--- src/rtl/pixel_frame_streamer.sv ---
// Streams a WIDTH x HEIGHT frame from a synchronous frame memory into a valid/ready sink.
// A 2-entry skid FIFO plus a credit check on read issue keeps 1 pixel/cycle without overflow.
module pixel_frame_streamer #(
    parameter int WIDTH  = 640,
    parameter int HEIGHT = 480,
    parameter int ADDR_W = 19
) (
    input  logic              i_clk,
    input  logic              i_rst_n,
    input  logic              i_start,
    input  logic              i_ready,
    output logic              o_mem_ren,
    output logic [ADDR_W-1:0] o_mem_addr,
    input  logic [7:0]        i_mem_pixel,
    input  logic [15:0]       i_mem_depth,
    output logic [7:0]        o_pixel,
    output logic [15:0]       o_depth,
    output logic              o_valid,
    output logic              o_frame_start,
    output logic              o_busy,
    output logic              o_done
);

    localparam logic [1:0] S_IDLE  = 2'd0;
    localparam logic [1:0] S_RUN   = 2'd1;
    localparam logic [1:0] S_DRAIN = 2'd2;
    localparam logic [1:0] S_DONE  = 2'd3;

    localparam logic [ADDR_W-1:0] LAST_ADDR = ADDR_W'(WIDTH * HEIGHT - 1);

    logic [1:0]        state_q, state_d;
    logic [ADDR_W-1:0] rd_cnt_q, rd_cnt_d;
    logic [ADDR_W-1:0] addr_q;
    logic              inflight_q;
    logic              inflight_first_q;
    logic [1:0]        count_q, count_d;
    logic              rd_ptr_q, wr_ptr_q;
    logic [7:0]        pix_q [2];
    logic [15:0]       dep_q [2];
    logic [1:0]        fs_q;

    logic xfer;
    logic push;
    logic credit_ok;
    logic issue;

    assign o_valid = (count_q != 2'd0);
    assign xfer    = o_valid && i_ready;
    assign push    = inflight_q;

    // entries + in_flight - xfer <= 1, rearranged to avoid underflow
    assign credit_ok = ({1'b0, count_q} + {2'b00, inflight_q}) <= (3'd1 + {2'b00, xfer});
    assign issue     = (state_q == S_RUN) && credit_ok;

    assign o_mem_ren  = issue;
    assign o_mem_addr = issue ? rd_cnt_q : addr_q;

    assign count_d = count_q + {1'b0, push} - {1'b0, xfer};

    assign o_pixel       = pix_q[rd_ptr_q];
    assign o_depth       = dep_q[rd_ptr_q];
    assign o_frame_start = o_valid && fs_q[rd_ptr_q];
    assign o_busy        = (state_q != S_IDLE);
    assign o_done        = (state_q == S_DONE);

    always_comb begin
        state_d  = state_q;
        rd_cnt_d = rd_cnt_q;
        case (state_q)
            S_IDLE: begin
                if (i_start) begin
                    state_d  = S_RUN;
                    rd_cnt_d = '0;
                end
            end
            S_RUN: begin
                if (issue) begin
                    if (rd_cnt_q == LAST_ADDR) state_d = S_DRAIN;
                    else                       rd_cnt_d = rd_cnt_q + ADDR_W'(1);
                end
            end
            S_DRAIN: begin
                // Look ahead at next occupancy so DONE lands right after the last transfer
                if ((count_d == 2'd0) && !inflight_q) state_d = S_DONE;
            end
            S_DONE:  state_d = S_IDLE;
            default: state_d = S_IDLE;
        endcase
    end

    always_ff @(posedge i_clk or negedge i_rst_n) begin
        if (!i_rst_n) begin
            state_q          <= S_IDLE;
            rd_cnt_q         <= '0;
            addr_q           <= '0;
            inflight_q       <= 1'b0;
            inflight_first_q <= 1'b0;
            count_q          <= 2'd0;
            rd_ptr_q         <= 1'b0;
            wr_ptr_q         <= 1'b0;
        end else begin
            state_q          <= state_d;
            rd_cnt_q         <= rd_cnt_d;
            inflight_q       <= issue;
            inflight_first_q <= issue && (rd_cnt_q == '0);
            count_q          <= count_d;
            if (issue) addr_q   <= rd_cnt_q;
            if (push)  wr_ptr_q <= ~wr_ptr_q;
            if (xfer)  rd_ptr_q <= ~rd_ptr_q;
        end
    end

    for (genvar gi = 0; gi < 2; gi++) begin : g_fifo
        always_ff @(posedge i_clk or negedge i_rst_n) begin
            if (!i_rst_n) begin
                pix_q[gi] <= 8'd0;
                dep_q[gi] <= 16'd0;
                fs_q[gi]  <= 1'b0;
            end else if (push && (wr_ptr_q == 1'(gi))) begin
                pix_q[gi] <= i_mem_pixel;
                dep_q[gi] <= i_mem_depth;
                fs_q[gi]  <= inflight_first_q;
            end
        end
    end

endmodule
--- config.mk ---
export PLATFORM = sky130hd
export DESIGN_NAME = pixel_frame_streamer
export DESIGN_NICKNAME = d
export VERILOG_FILES = /design/src/rtl/pixel_frame_streamer.sv
export SDC_FILE = /design/constraint.sdc
export NUM_CORES = 1
export LEC_CHECK = 0
export CORE_MARGIN = 4
export CORE_UTILIZATION = 50
export CTS_CLUSTER_DIAMETER = 30
export DETAILED_ROUTE_END_ITERATION = 7
export GPL_TIMING_DRIVEN = 0
export PLACE_DENSITY = 0.76
export SLEW_MARGIN = 25
export SYNTH_ARGS = -nofsm -noshare
export SYNTH_HDL_FRONTEND = slang
export SYNTH_SLANG_ARGS = --single-unit
--- constraint.sdc ---
create_clock -name i_clk -period 3 [get_ports i_clk]
set_input_delay 0.45 -clock i_clk [delete_from_list [all_inputs] [get_ports i_clk]]
set_output_delay 0.45 -clock i_clk [all_outputs]
set_load 0.005 [all_outputs]
==> results by group, run 1 <==
Worst setup path
  – Worst Path Class, Setup: reg2out
  – Worst reg2reg path depth: 8
  – Flop-to-flop setup slack: 0.50 ns
  – Worst setup EP type: output port
  – Setup crit start kind: flip-flop
  – CP Data Arrival Time: 2.40 ns
  – R2r endpoint: rd_cnt_q[18]
  – CP Launch Point: inflight_q
  – Worst r2r src: inflight_q
  – CP Max Fanout: 5
  – Worst Path Required: 2.55 ns
  – CP endpoint: o_mem_addr[12]

Power and ir drop
  – Total Power: 5.751 mW
  – P_sw: 1.895 mW
  – Leak pwr: 2.644 nW
  – Internal: 3.856 mW
  – VDD IR max: 0.0004143 V
  – Combinational share of power: 48.6%
  – Cell area power density: 1026 mW/mm^2
  – Flop pwr share: 37.4%
  – Clk pwr share: 14.0%
  – Switching share of power: 32.96%

Synthesis
  – Post-Syn Instances: 349
  – Post-Synthesis Cell Area: 0.004388 mm^2
  – Largest cells by area after synthesis: dfrtp_1, mux2_2, xnor2_1, ha_1, nor2_1
  – Area leader, netlist: dfrtp_1
  – Synth Area in XOR/XNOR: 3.194%
  – Mux contribution to synthesized area: 24.07%
  – Post-synthesis compound-gate area fraction: 2.766%
  – Syn_nets: 387
  – Netlist cell types: 32
  – Synth top area share: 54.75%
  – Largest family of logic cells by synthesized area: multiplexers
  – Post-synthesis simple-gate area fraction: 9.837%
  – Sequential share of the synthesized area: 54.75%
  – Syn avg cell area: 12.57 um^2
  – Ys Warns: 0
  – Yosys reg bits: 96
  – Area share of fa/ha/maj cells after synthesis: 2.851%

Placed design
  – Placed Area: 0.005299 mm^2
  – Placer Congestion: 0.8224
  – Buffers on Ports: 75
  – Detailed-placement wirelength estimate: 6.332 mm

Timing
  – Setup Total Neg Slack: 0 ns
  – Max-Slew Margin vs Limit: 55.84%
  – RSZ-0062 raised after global routing: no
  – Final hold viol count: 0
  – Setup violations, final: 0
  – Worst Tran Pin Value: 0.6625 ns
  – Max Clk Rate: 350.3 MHz
  – Final worst-path cycle share: 95.16%
  – Slew Limit Fails: 0
  – Clock Skew: 0.01177 ns
  – Min Tclk post-route: 2.855 ns
  – Hold_ws: 0.4950 ns

Clock network
  – TritonCTS buffer count: 9
  – CTS tree: built
  – # H-tree levels: 3
  – Clock transition at the registers of the reported paths: 0.10 ns
  – CTS sink cnt: 96
  – Longest Clk Path Bufs: 2
  – Clk Latency, worst-skew pair: 0.36 ns
  – Root buf cell: clkbuf_8

Floorplanning
  – Core area: 0.008382 mm^2
  – Die H: 101.7 um
  – DIE AREA: 0.01034 mm^2
  – Site Rows: 33
  – Starting Density: 52.35%
  – Die width: 101.7 um
  – I/O pin total: 76

Drt
  – Vias: 2,918
  – Via density: 5.277
  – Iteration-0 DRC Markers: 97
  – DRT Pass-1 Iters: 4
  – Drt drc: 0
  – Final antenna-violating net count: 0
  – Total Wirelength: 8.816 mm
  – Wire per inst: 15.94 um

Min path
  – Worst Hold Class: in2async

Finish
  – Final nets: 481
  – Synth-to-layout area growth: 27.80%
  – Share of layout cells above drive strength 1: 28.79%
  – Layout Cell Area excl Fill: 0.005608 mm^2
  – Most common cell after layout, fill and taps aside: dfrtp_1
  – Ant diodes: 0
  – Commonest cells after routing, fill and taps aside: dfrtp_1, mux2_2, clkdlybuf4s50_1
  – Final core occ: 66.91%

Job
  – Max-cap check violation count: 0

GRT
  – Total GRT Usage: 18.35%
  – Vias in the first global route: 3,201
  – Initial antenna violation count: 0
  – Largest net degree at the start of global routing: 72
  – GRT overflow: 0
  – First-pass GRT wire length: 14.97 mm

Status
  – Outcome: finished, final reports clean
-- registers in the layout (all words and copies together) (netlist names) --
| name | cells |
|---|---|
| inflight_first_q | 1 |
| pix_q | 16 |
| wr_ptr_q | 1 |
| rd_cnt_q | 19 |
| fs_q | 2 |
| state_q | 2 |
| count_q | 2 |
| addr_q | 19 |
| dep_q | 32 |
| rd_ptr_q | 1 |
| inflight_q | 1 |
-- cell type report --
type,count,area (um^2)
plain buffers,17,88.84
clock buffers,9,123.9
clock inverters,7,62.56
fillers,646,2774
inverters,12,45.04
multi-input cells,224,1878
flip-flops and latches,96,2404
well taps,105,131.4
repair buffers,83,874.6
-- critical path, cell delays in order (launching register included) --
cell	delay [ns]
dfrtp_2	0.42
ha_1	0.20
ha_1	0.28
o21ai_0	0.08
nand3b_1	0.11
buf_6	0.15
clkbuf_8	0.15
o21ai_2	0.13
clkdlybuf4s50_1	0.52
-- power groups by stage --
stage	registers (mW)	logic (mW)	clock network, mW
6_report	2.15	2.79	0.806
5_1_grt	2.23	3.07	0.871
4_1_cts	2.16	2.85	0.828
3_5_place_dp	2.19	2.73	0
3_3_place_gp	2.16	2.68	0
2_1_floorplan	2.09	1.57	0
-- stage by stage --
step                      setup WS (ns)  cells
final                            0.1451    553
after global routing            0.01093    553
after CTS                     0.0001510    553
after detailed placement        -0.3139    530
after global placement           -1.933    529
after floorplan                  0.6290    349
-- timing repair --
action	CTS	global route
setup buffers	4	0
hold buffers	1	0
cloned	2	0
gates resized for setup	15	20
endpoints found under the setup margin	20	34
hold endpoints to repair	25	0
-- cells in the mapped netlist --
cell / instances
o31ai_1: 1
or4_1: 3
dfrtp_1: 96
nor4b_1: 1
or2_2: 2
o211ai_1: 1
nand4_1: 6
inv_1: 12
xnor2_1: 15
nand3_1: 7
and3_1: 2
nand3b_1: 1
xor2_1: 1
o21ai_1: 1
a21oi_1: 4
o21ai_0: 10
nor2_1: 21
mux2i_1: 2
buf_2: 2
a2bb2oi_1: 1
o32a_1: 1
or3_1: 4
or3_4: 2
o31ai_2: 1
nor3_1: 8
nor4_1: 9
clkbuf_1: 13
buf_1: 2
ha_1: 10
nand2_1: 16
mux2_2: 92
nor2b_1: 2
-- cell families (layout without fill, tap and decap cells) --
kind of cell	after synthesis	in the layout
DFF	96	96
muxes	94	94
xor gates and xnor gates	16	16
AOI/OAI and AO/OA	20	20
buffers and inverters	29	128
and+or+nand+nor	84	84
adders and majority gates	10	10
-- worst min path at each step --
| stage | from | end | slack [ns] | depth (start not counted) |
|---|---|---|---|---|
| 6_report | i_rst_n | pix_q[7] | 0.50 | 2 |
| 5_1_grt | addr_q[14] | addr_q[14] | 0.52 | 1 |
| 4_1_cts | i_rst_n | pix_q[7] | 0.50 | 2 |
| 3_5_place_dp | i_rst_n | pix_q[7] | 0.33 | 1 |
| 3_3_place_gp | addr_q[4] | addr_q[4] | 0.48 | 1 |
| 2_1_floorplan | i_rst_n | addr_q[0] | 0.15 | 0 |
-- metal layers --
metal	wire length [um]	track usage (%)	part of all wire (%)	vias up
met5	0	0	0	-
met4	105	5.930	1.2	0
met3	361	2.755	4.1	9
met2	4433	31.99	50	59
met1	3916	23.52	44	1432
li1	-	-	-	1418
Power figures use the tool's default switching activity.
==> run 2, diff against run 1 <==
- CORE_UTILIZATION: 50 -> 30
- PLACE_DENSITY: 0.76 -> not set
==> run 2 against run 1 <==
Power is 6.8% higher. Die area is 61% higher. Cell count is 13% higher. First-iteration DRC count is 13% lower. Hold slack worse by 0.48 ns. Highest routed layer unchanged. Critical path depth is 1 lower. Global-route usage is 6.2 points lower.
==> results by group, run 2 (same netlist as run 1, synthesis figures left out) <==
GRT
  – Largest net degree at the start of global routing: 57 (was 72)
  – Total GRT Usage: 12.12% (was 18.35%)
  – Initial antenna violation count: 0 (unchanged)
  – Busiest layer in global routing: met2 (unchanged)
  – GRT overflow: 0 (unchanged)
  – Met2 Use GR: 19.21% (was 31.99%)
  – Vias in the first global route: 3,243 (was 3,201)
  – First-pass GRT wire length: 15.95 mm (was 14.97 mm)
  – Met3 Use GR: 2.698% (was 2.755%)
  – GRT met1 Usage: 16.04% (was 23.52%)

Worst setup path
  – CP max stage delay: 0.53 ns (was 0.52 ns)
  – Flop-to-flop setup slack: 0.50 ns (about the same)
  – Cell mode on critical path: ha_1 (unchanged)
  – Setup crit start kind: flip-flop (unchanged)
  – CP Max Fanout: 10 (was 5)
  – Worst reg2reg path depth: 8 (unchanged)
  – Worst Path Required: 2.55 ns (about the same)
  – Worst r2r src: rd_cnt_q[0] (was inflight_q)
  – Highest-delay cell along the critical path: clkdlybuf4s50_1 (unchanged)
  – Worst Path Class, Setup: reg2out (unchanged)
  – R2r endpoint: rd_cnt_q[12] (was rd_cnt_q[18])
  – Worst setup EP type: output port (unchanged)
  – CP Data Arrival Time: 2.46 ns (was 2.40 ns)
  – Crit-path cells: ha_1 > ha_1 > o21ai_0 > nand3b_1 > buf_6 > o21ai_2 > clkdlybuf4s50_1 (was ha_1 > ha_1 > o21ai_0 > nand3b_1 > buf_6 > clkbuf_8 > o21ai_2 > clkdlybuf4s50_1)

Power and ir drop
  – Cell area power density: 1063 mW/mm^2 (was 1026 mW/mm^2)
  – Total Power: 6.140 mW (was 5.751 mW)
  – Leak pwr: 2.580 nW (was 2.644 nW)
  – Clk pwr share: 19.2% (was 14.0%)
  – Internal: 4.189 mW (was 3.856 mW)
  – Flop pwr share: 35.3% (was 37.4%)
  – Switching share of power: 31.78% (was 32.96%)
  – Combinational share of power: 45.5% (was 48.6%)
  – VDD IR max: 0.0003746 V (was 0.0004143 V)
  – P_sw: 1.951 mW (was 1.895 mW)

Finish
  – Synth-to-layout area growth: 31.62% (was 27.80%)
  – Max reg flops: 32 (unchanged)
  – Final nets: 479 (was 481)
  – Biggest register: dep_q (unchanged)
  – FF+latch area: 0.002405 mm^2 (was 0.002404 mm^2)
  – Fill cells: 1,361 (was 646)
  – Commonest cells after routing, fill and taps aside: dfrtp_1, mux2_2, clkdlybuf4s50_1 (unchanged)
  – Ant diodes: 0 (unchanged)
  – Top Registers: dep_q: 32 flops, addr_q: 19 flops, rd_cnt_q: 19 flops (unchanged)
  – Share of layout cells above drive strength 1: 29.15% (was 28.79%)
  – Fin cells: 626 (was 553)
  – Most common cell after layout, fill and taps aside: dfrtp_1 (unchanged)
  – Final core occ: 40.97% (was 66.91%)
  – Multi-input logic area: 0.001886 mm^2 (was 0.001878 mm^2)

Timing
  – RSZ-0062 raised after global routing: no (unchanged)
  – Final hold viol count: 0 (unchanged)
  – Worst Tran Pin Value: 0.6543 ns (was 0.6625 ns)
  – Max Clk Rate: 343.8 MHz (was 350.3 MHz)
  – Max-Slew Margin vs Limit: 56.38% (was 55.84%)
  – Clock Skew: 0.007274 ns (was 0.01177 ns)
  – Min Tclk post-route: 2.908 ns (was 2.855 ns)
  – Slew Limit Fails: 0 (unchanged)
  – Setup violations, final: 0 (unchanged)
  – Final worst-path setup slack: 0.09158 ns (was 0.1451 ns)
  – Final worst-path cycle share: 96.95% (was 95.16%)

Drt
  – Wire per inst: 15.35 um (was 15.94 um)
  – Total Wirelength: 9.611 mm (was 8.816 mm)
  – DRT Pass-1 Iters: 4 (unchanged)
  – Drt drc: 0 (unchanged)
  – Final antenna-violating net count: 0 (unchanged)
  – Iteration-0 DRC Markers: 84 (was 97)
  – Vias: 2,980 (was 2,918)
  – Via density: 4.760 (was 5.277)

Floorplanning
  – Die H: 128.9 um (was 101.7 um)
  – Core area: 0.01410 mm^2 (was 0.008382 mm^2)
  – Die width: 128.9 um (was 101.7 um)
  – Starting Density: 31.13% (was 52.35%)
  – I/O pin total: 76 (unchanged)
  – Site Rows: 43 (was 33)
  – DIE AREA: 0.01663 mm^2 (was 0.01034 mm^2)

Clock network
  – Longest Clk Path Bufs: 2 (unchanged)
  – Cts hold-fix bufs: 0 (was 1)
  – CTS tree: built (unchanged)
  – TritonCTS buffer count: 9 (unchanged)
  – Root buf cell: clkbuf_16 (was clkbuf_8)
  – # H-tree levels: 3 (unchanged)
  – Clk Latency, worst-skew pair: 0.35 ns (was 0.36 ns)
  – CTS sink cnt: 96 (unchanged)
  – Clock transition at the registers of the reported paths: 0.07 ns (was 0.10 ns)

Placed design
  – Placer Congestion: 0.8522 (was 0.8224)
  – Buffers on Ports: 75 (unchanged)
  – Cell Count Post-Placement: 605 (was 530)
  – Detailed-placement wirelength estimate: 6.856 mm (was 6.332 mm)
  – Post-Place Setup Slack: -0.4011 ns (was -0.3139 ns)

Job
  – Max-cap check violation count: 0 (unchanged)

Min path
  – Worst Hold Class: in2async (unchanged)

Status
  – Outcome: finished, final reports clean (unchanged)
==> run 2: metal layers <==
metal	up-vias	routed length (um)
li1	1414	-
met1	1481	4576
met2	72	4370
met3	13	476
met4	0	187
met5	-	0
==> run 2: power by group through the flow <==
stage	clock [mW]	sequential (mW)	combinational (mW)
after floorplan	0	2.09	1.57
after global placement	0	2.16	2.71
after detailed placement	0	2.20	2.76
after CTS	1.22	2.17	2.79
after global routing	1.27	2.24	3.06
final	1.18	2.17	2.79
==> run 2: worst max path at each step <==
stage,end,slack [ns],cells after the start,start
finish,o_mem_addr[0],0.09,7,inflight_q
global route,o_mem_addr[16],0.01,7,inflight_q
CTS,o_mem_addr[2],0.01,7,inflight_q
detailed placement,o_mem_addr[15],-0.40,7,i_ready
global placement,addr_q[10],-2.05,1,i_rst_n
floorplan,o_mem_addr[10],0.63,6,inflight_q
==> run 2: final cells by class <==
type	count	share of cell area (%)
clock inverters	6	1.170
inverters	12	0.7799
well taps	180	3.899
multi-input cells	224	32.65
clock buffers	10	4.138
flip-flops and latches	96	41.64
repair buffers	81	14.25
plain buffers	17	1.473
==> run 2: per-stage QoR <==
stage / TNS (ns) / hold WS (ns) / area (um^2)
floorplan: 0 / 0.1544 / 4388
CTS: 0 / 0.009846 / 5718
detailed placement: -4.897 / 0.3916 / 5393
finish: 0 / 0.01089 / 5776
global placement: -200.33 / 0.4757 / 5364
global route: 0 / 0.02440 / 5776
==> run 2: critical path, delay by kind of cell, from the launching register on <==
family	cells	cell delay, ns
fa+ha+maj	2	0.48
flops	1	0.42
compound gates	2	0.24
simple gates	1	0.22
buf+inv	2	0.75
==> run 2: what timing repair did <==
action / 4_1_cts / 5_1_grt
gates resized for setup: 23 / 11
buffers inserted: 1 / 4
setup endpoints to repair: 23 / 9
==> run 3, diff against run 2 <==
- SETUP_SLACK_MARGIN: not set -> 0.15
==> run 3 against run 2 <==
Count of clock-buffer cells in the layout stayed put. Cell count is 0.16% higher. Flip-flop and latch count unchanged. Global-route usage grew 0.12 points. Fmax is 3.4% higher. Design area fell by 0.17%. First-iteration DRC count down 12%. Die area did not move. Sequential power hardly changed. Critical path type unchanged. Critical endpoint is now o_mem_addr[15].
==> results by group, run 3 (same netlist as run 1, synthesis figures left out) <==
Floorplanning
  – Core area: 0.01410 mm^2 (unchanged)
  – DIE AREA: 0.01663 mm^2 (unchanged)
  – Site Rows: 43 (unchanged)
  – I/O pin total: 76 (unchanged)
  – Die width: 128.9 um (unchanged)
  – Die H: 128.9 um (unchanged)
  – Starting Density: 31.13% (unchanged)

Finish
  – Top Registers: dep_q: 32 flops, addr_q: 19 flops, rd_cnt_q: 19 flops (unchanged)
  – Multi-input logic area: 0.001886 mm^2 (unchanged)
  – Max reg flops: 32 (unchanged)
  – Commonest cells after routing, fill and taps aside: dfrtp_1, mux2_2, clkdlybuf4s50_1 (unchanged)
  – Fin cells: 627 (was 626)
  – Biggest register: dep_q (unchanged)
  – Fill cells: 1,368 (was 1,361)
  – Most common cell after layout, fill and taps aside: dfrtp_1 (unchanged)
  – Ant diodes: 0 (unchanged)
  – Share of layout cells above drive strength 1: 29.75% (was 29.15%)
  – FF+latch area: 0.002404 mm^2 (was 0.002405 mm^2)
  – Synth-to-layout area growth: 31.39% (was 31.62%)
  – Final nets: 480 (was 479)

Placed design
  – Cell Count Post-Placement: 605 (unchanged)
  – Buffers on Ports: 75 (unchanged)
  – Placer Congestion: 0.8522 (unchanged)
  – Post-Place Setup Slack: -0.4011 ns (unchanged)
  – Detailed-placement wirelength estimate: 6.856 mm (unchanged)

Clock network
  – Root buf cell: clkbuf_16 (unchanged)
  – Longest Clk Path Bufs: 2 (unchanged)
  – CTS tree: built (unchanged)
  – Cts hold-fix bufs: 0 (unchanged)
  – CTS sink cnt: 96 (unchanged)
  – # H-tree levels: 3 (unchanged)
  – Clock transition at the registers of the reported paths: 0.07 ns (about the same)
  – TritonCTS buffer count: 9 (unchanged)
  – Clk Latency, worst-skew pair: 0.35 ns (about the same)

Power and ir drop
  – Switching share of power: 31.92% (was 31.78%)
  – Total Power: 6.142 mW (was 6.140 mW)
  – Flop pwr share: 35.2% (was 35.3%)
  – Leak pwr: 2.532 nW (was 2.580 nW)
  – P_sw: 1.961 mW (was 1.951 mW)
  – Cell area power density: 1065 mW/mm^2 (was 1063 mW/mm^2)
  – VDD IR max: 0.0003069 V (was 0.0003746 V)
  – Combinational share of power: 45.5% (about the same)
  – Internal: 4.181 mW (was 4.189 mW)
  – Clk pwr share: 19.3% (was 19.2%)

Drt
  – Final antenna-violating net count: 0 (unchanged)
  – Iteration-0 DRC Markers: 74 (was 84)
  – DRT Pass-1 Iters: 7 (was 4)
  – Top sig layer: met4 (unchanged)
  – WL met1: 4.670 mm (was 4.576 mm)
  – Vias: 2,977 (was 2,980)
  – Met2 wire len: 4.399 mm (was 4.370 mm)
  – Drt drc: 0 (unchanged)
  – Via density: 4.748 (was 4.760)
  – Routed length on met3: 450 um (was 476 um)
  – Wire per inst: 15.45 um (was 15.35 um)
  – Total Wirelength: 9.686 mm (was 9.611 mm)

Timing
  – Final worst-path setup slack: 0.1884 ns (was 0.09158 ns)
  – Max-Slew Margin vs Limit: 57.41% (was 56.38%)
  – Max Clk Rate: 355.7 MHz (was 343.8 MHz)
  – RSZ-0062 raised after global routing: yes (was no)
  – Slew Limit Fails: 0 (unchanged)
  – Min Tclk post-route: 2.812 ns (was 2.908 ns)
  – Final worst-path cycle share: 93.72% (was 96.95%)
  – Final hold viol count: 0 (unchanged)
  – Worst Tran Pin Value: 0.6388 ns (was 0.6543 ns)
  – Setup violations, final: 0 (unchanged)
  – Clock Skew: 0.006645 ns (was 0.007274 ns)
  – Hold_ws: 0.003641 ns (was 0.01089 ns)
  – Setup Total Neg Slack: 0 ns (unchanged)

Worst setup path
  – Setup crit start kind: flip-flop (unchanged)
  – Cell mode on critical path: ha_1 (unchanged)
  – CP Max Fanout: 4 (was 10)
  – Worst setup EP type: output port (unchanged)
  – Worst Path Class, Setup: reg2out (unchanged)
  – CP Data Arrival Time: 2.36 ns (was 2.46 ns)
  – Worst Path Required: 2.55 ns (about the same)
  – Highest-delay cell along the critical path: dfrtp_2 (was clkdlybuf4s50_1)
  – Crit-path cells: ha_1 > ha_1 > o21ai_0 > nand3b_1 > buf_6 > clkbuf_8 > buf_4 > mux2_2 > clkdlybuf4s15_1 (was ha_1 > ha_1 > o21ai_0 > nand3b_1 > buf_6 > o21ai_2 > clkdlybuf4s50_1)
  – CP max stage delay: 0.41 ns (was 0.53 ns)

GRT
  – Largest net degree at the start of global routing: 57 (unchanged)
  – Total GRT Usage: 12.25% (was 12.12%)
  – First-pass GRT wire length: 16.12 mm (was 15.95 mm)
  – Vias in the first global route: 3,270 (was 3,243)
  – Initial antenna violation count: 0 (unchanged)
  – GRT overflow: 0 (unchanged)

Job
  – Max-cap check violation count: 0 (unchanged)

Status
  – Outcome: finished, final reports clean (unchanged)

Min path
  – Worst Hold Class: in2async (unchanged)
[run 3: layout make-up]
type / count / area share [%]
well taps: 180 / 3.906
clock inverters: 6 / 1.172
inverters: 12 / 0.7812
flip-flops and latches: 96 / 41.69
multi-input cells: 224 / 32.70
plain buffers: 17 / 1.541
repair buffers: 82 / 14.06
clock buffers: 10 / 4.145
[run 3: worst max-delay path: cells and delay by family (launching register included)]
kind / cells / cell delay, ns
adders and majority gates: 2 / 0.48
AOI/OAI and AO/OA: 1 / 0.08
buffers and inverters: 4 / 0.59
muxes: 1 / 0.34
and+or+nand+nor: 1 / 0.10
DFF: 1 / 0.41
[run 3: routing by layer]
metal  vias to the layer above  track usage [%]
met3                        11            2.698
met4                         0            4.941
li1                       1411                -
met2                        70            19.45
met1                      1485            16.27
met5                         -                0
[run 3: timing repair]
item	CTS	global route
resized for setup	39	5
endpoints found under the setup margin	39	4
buffers inserted	5	0
gates cloned	1	0
[run 3: path summary, 6_finish.rpt]
kind	depth (start not counted)	startpoint	end	slack [ns]
setup / recovery	9	inflight_q	o_mem_addr[15]	0.19
hold / removal	1	i_rst_n	pix_q[7]	0.004
setup reg to reg	8	rd_cnt_q[0]	rd_cnt_q[12]	0.50
hold reg to reg	2	addr_q[1]	addr_q[1]	0.48
max in group asynchronous	2	i_rst_n	addr_q[15]	2.37
min in group i_clk	2	addr_q[1]	addr_q[1]	0.48
[run 3: power groups by stage]
stage          clock network, mW  logic, mW  registers, mW
3_5_place_dp                   0       2.76           2.20
2_1_floorplan                  0       1.57           2.09
3_3_place_gp                   0       2.71           2.16
6_report                    1.18       2.80           2.16
4_1_cts                     1.22       2.85           2.16
5_1_grt                     1.27       3.07           2.24
[run 3: metrics by stage]
stage	cell area, um^2	util (%)
finish	5766	40.90
global route	5766	40.90
CTS	5768	40.92
detailed placement	5393	38.26
global placement	5364	38.05
floorplan	4388	-
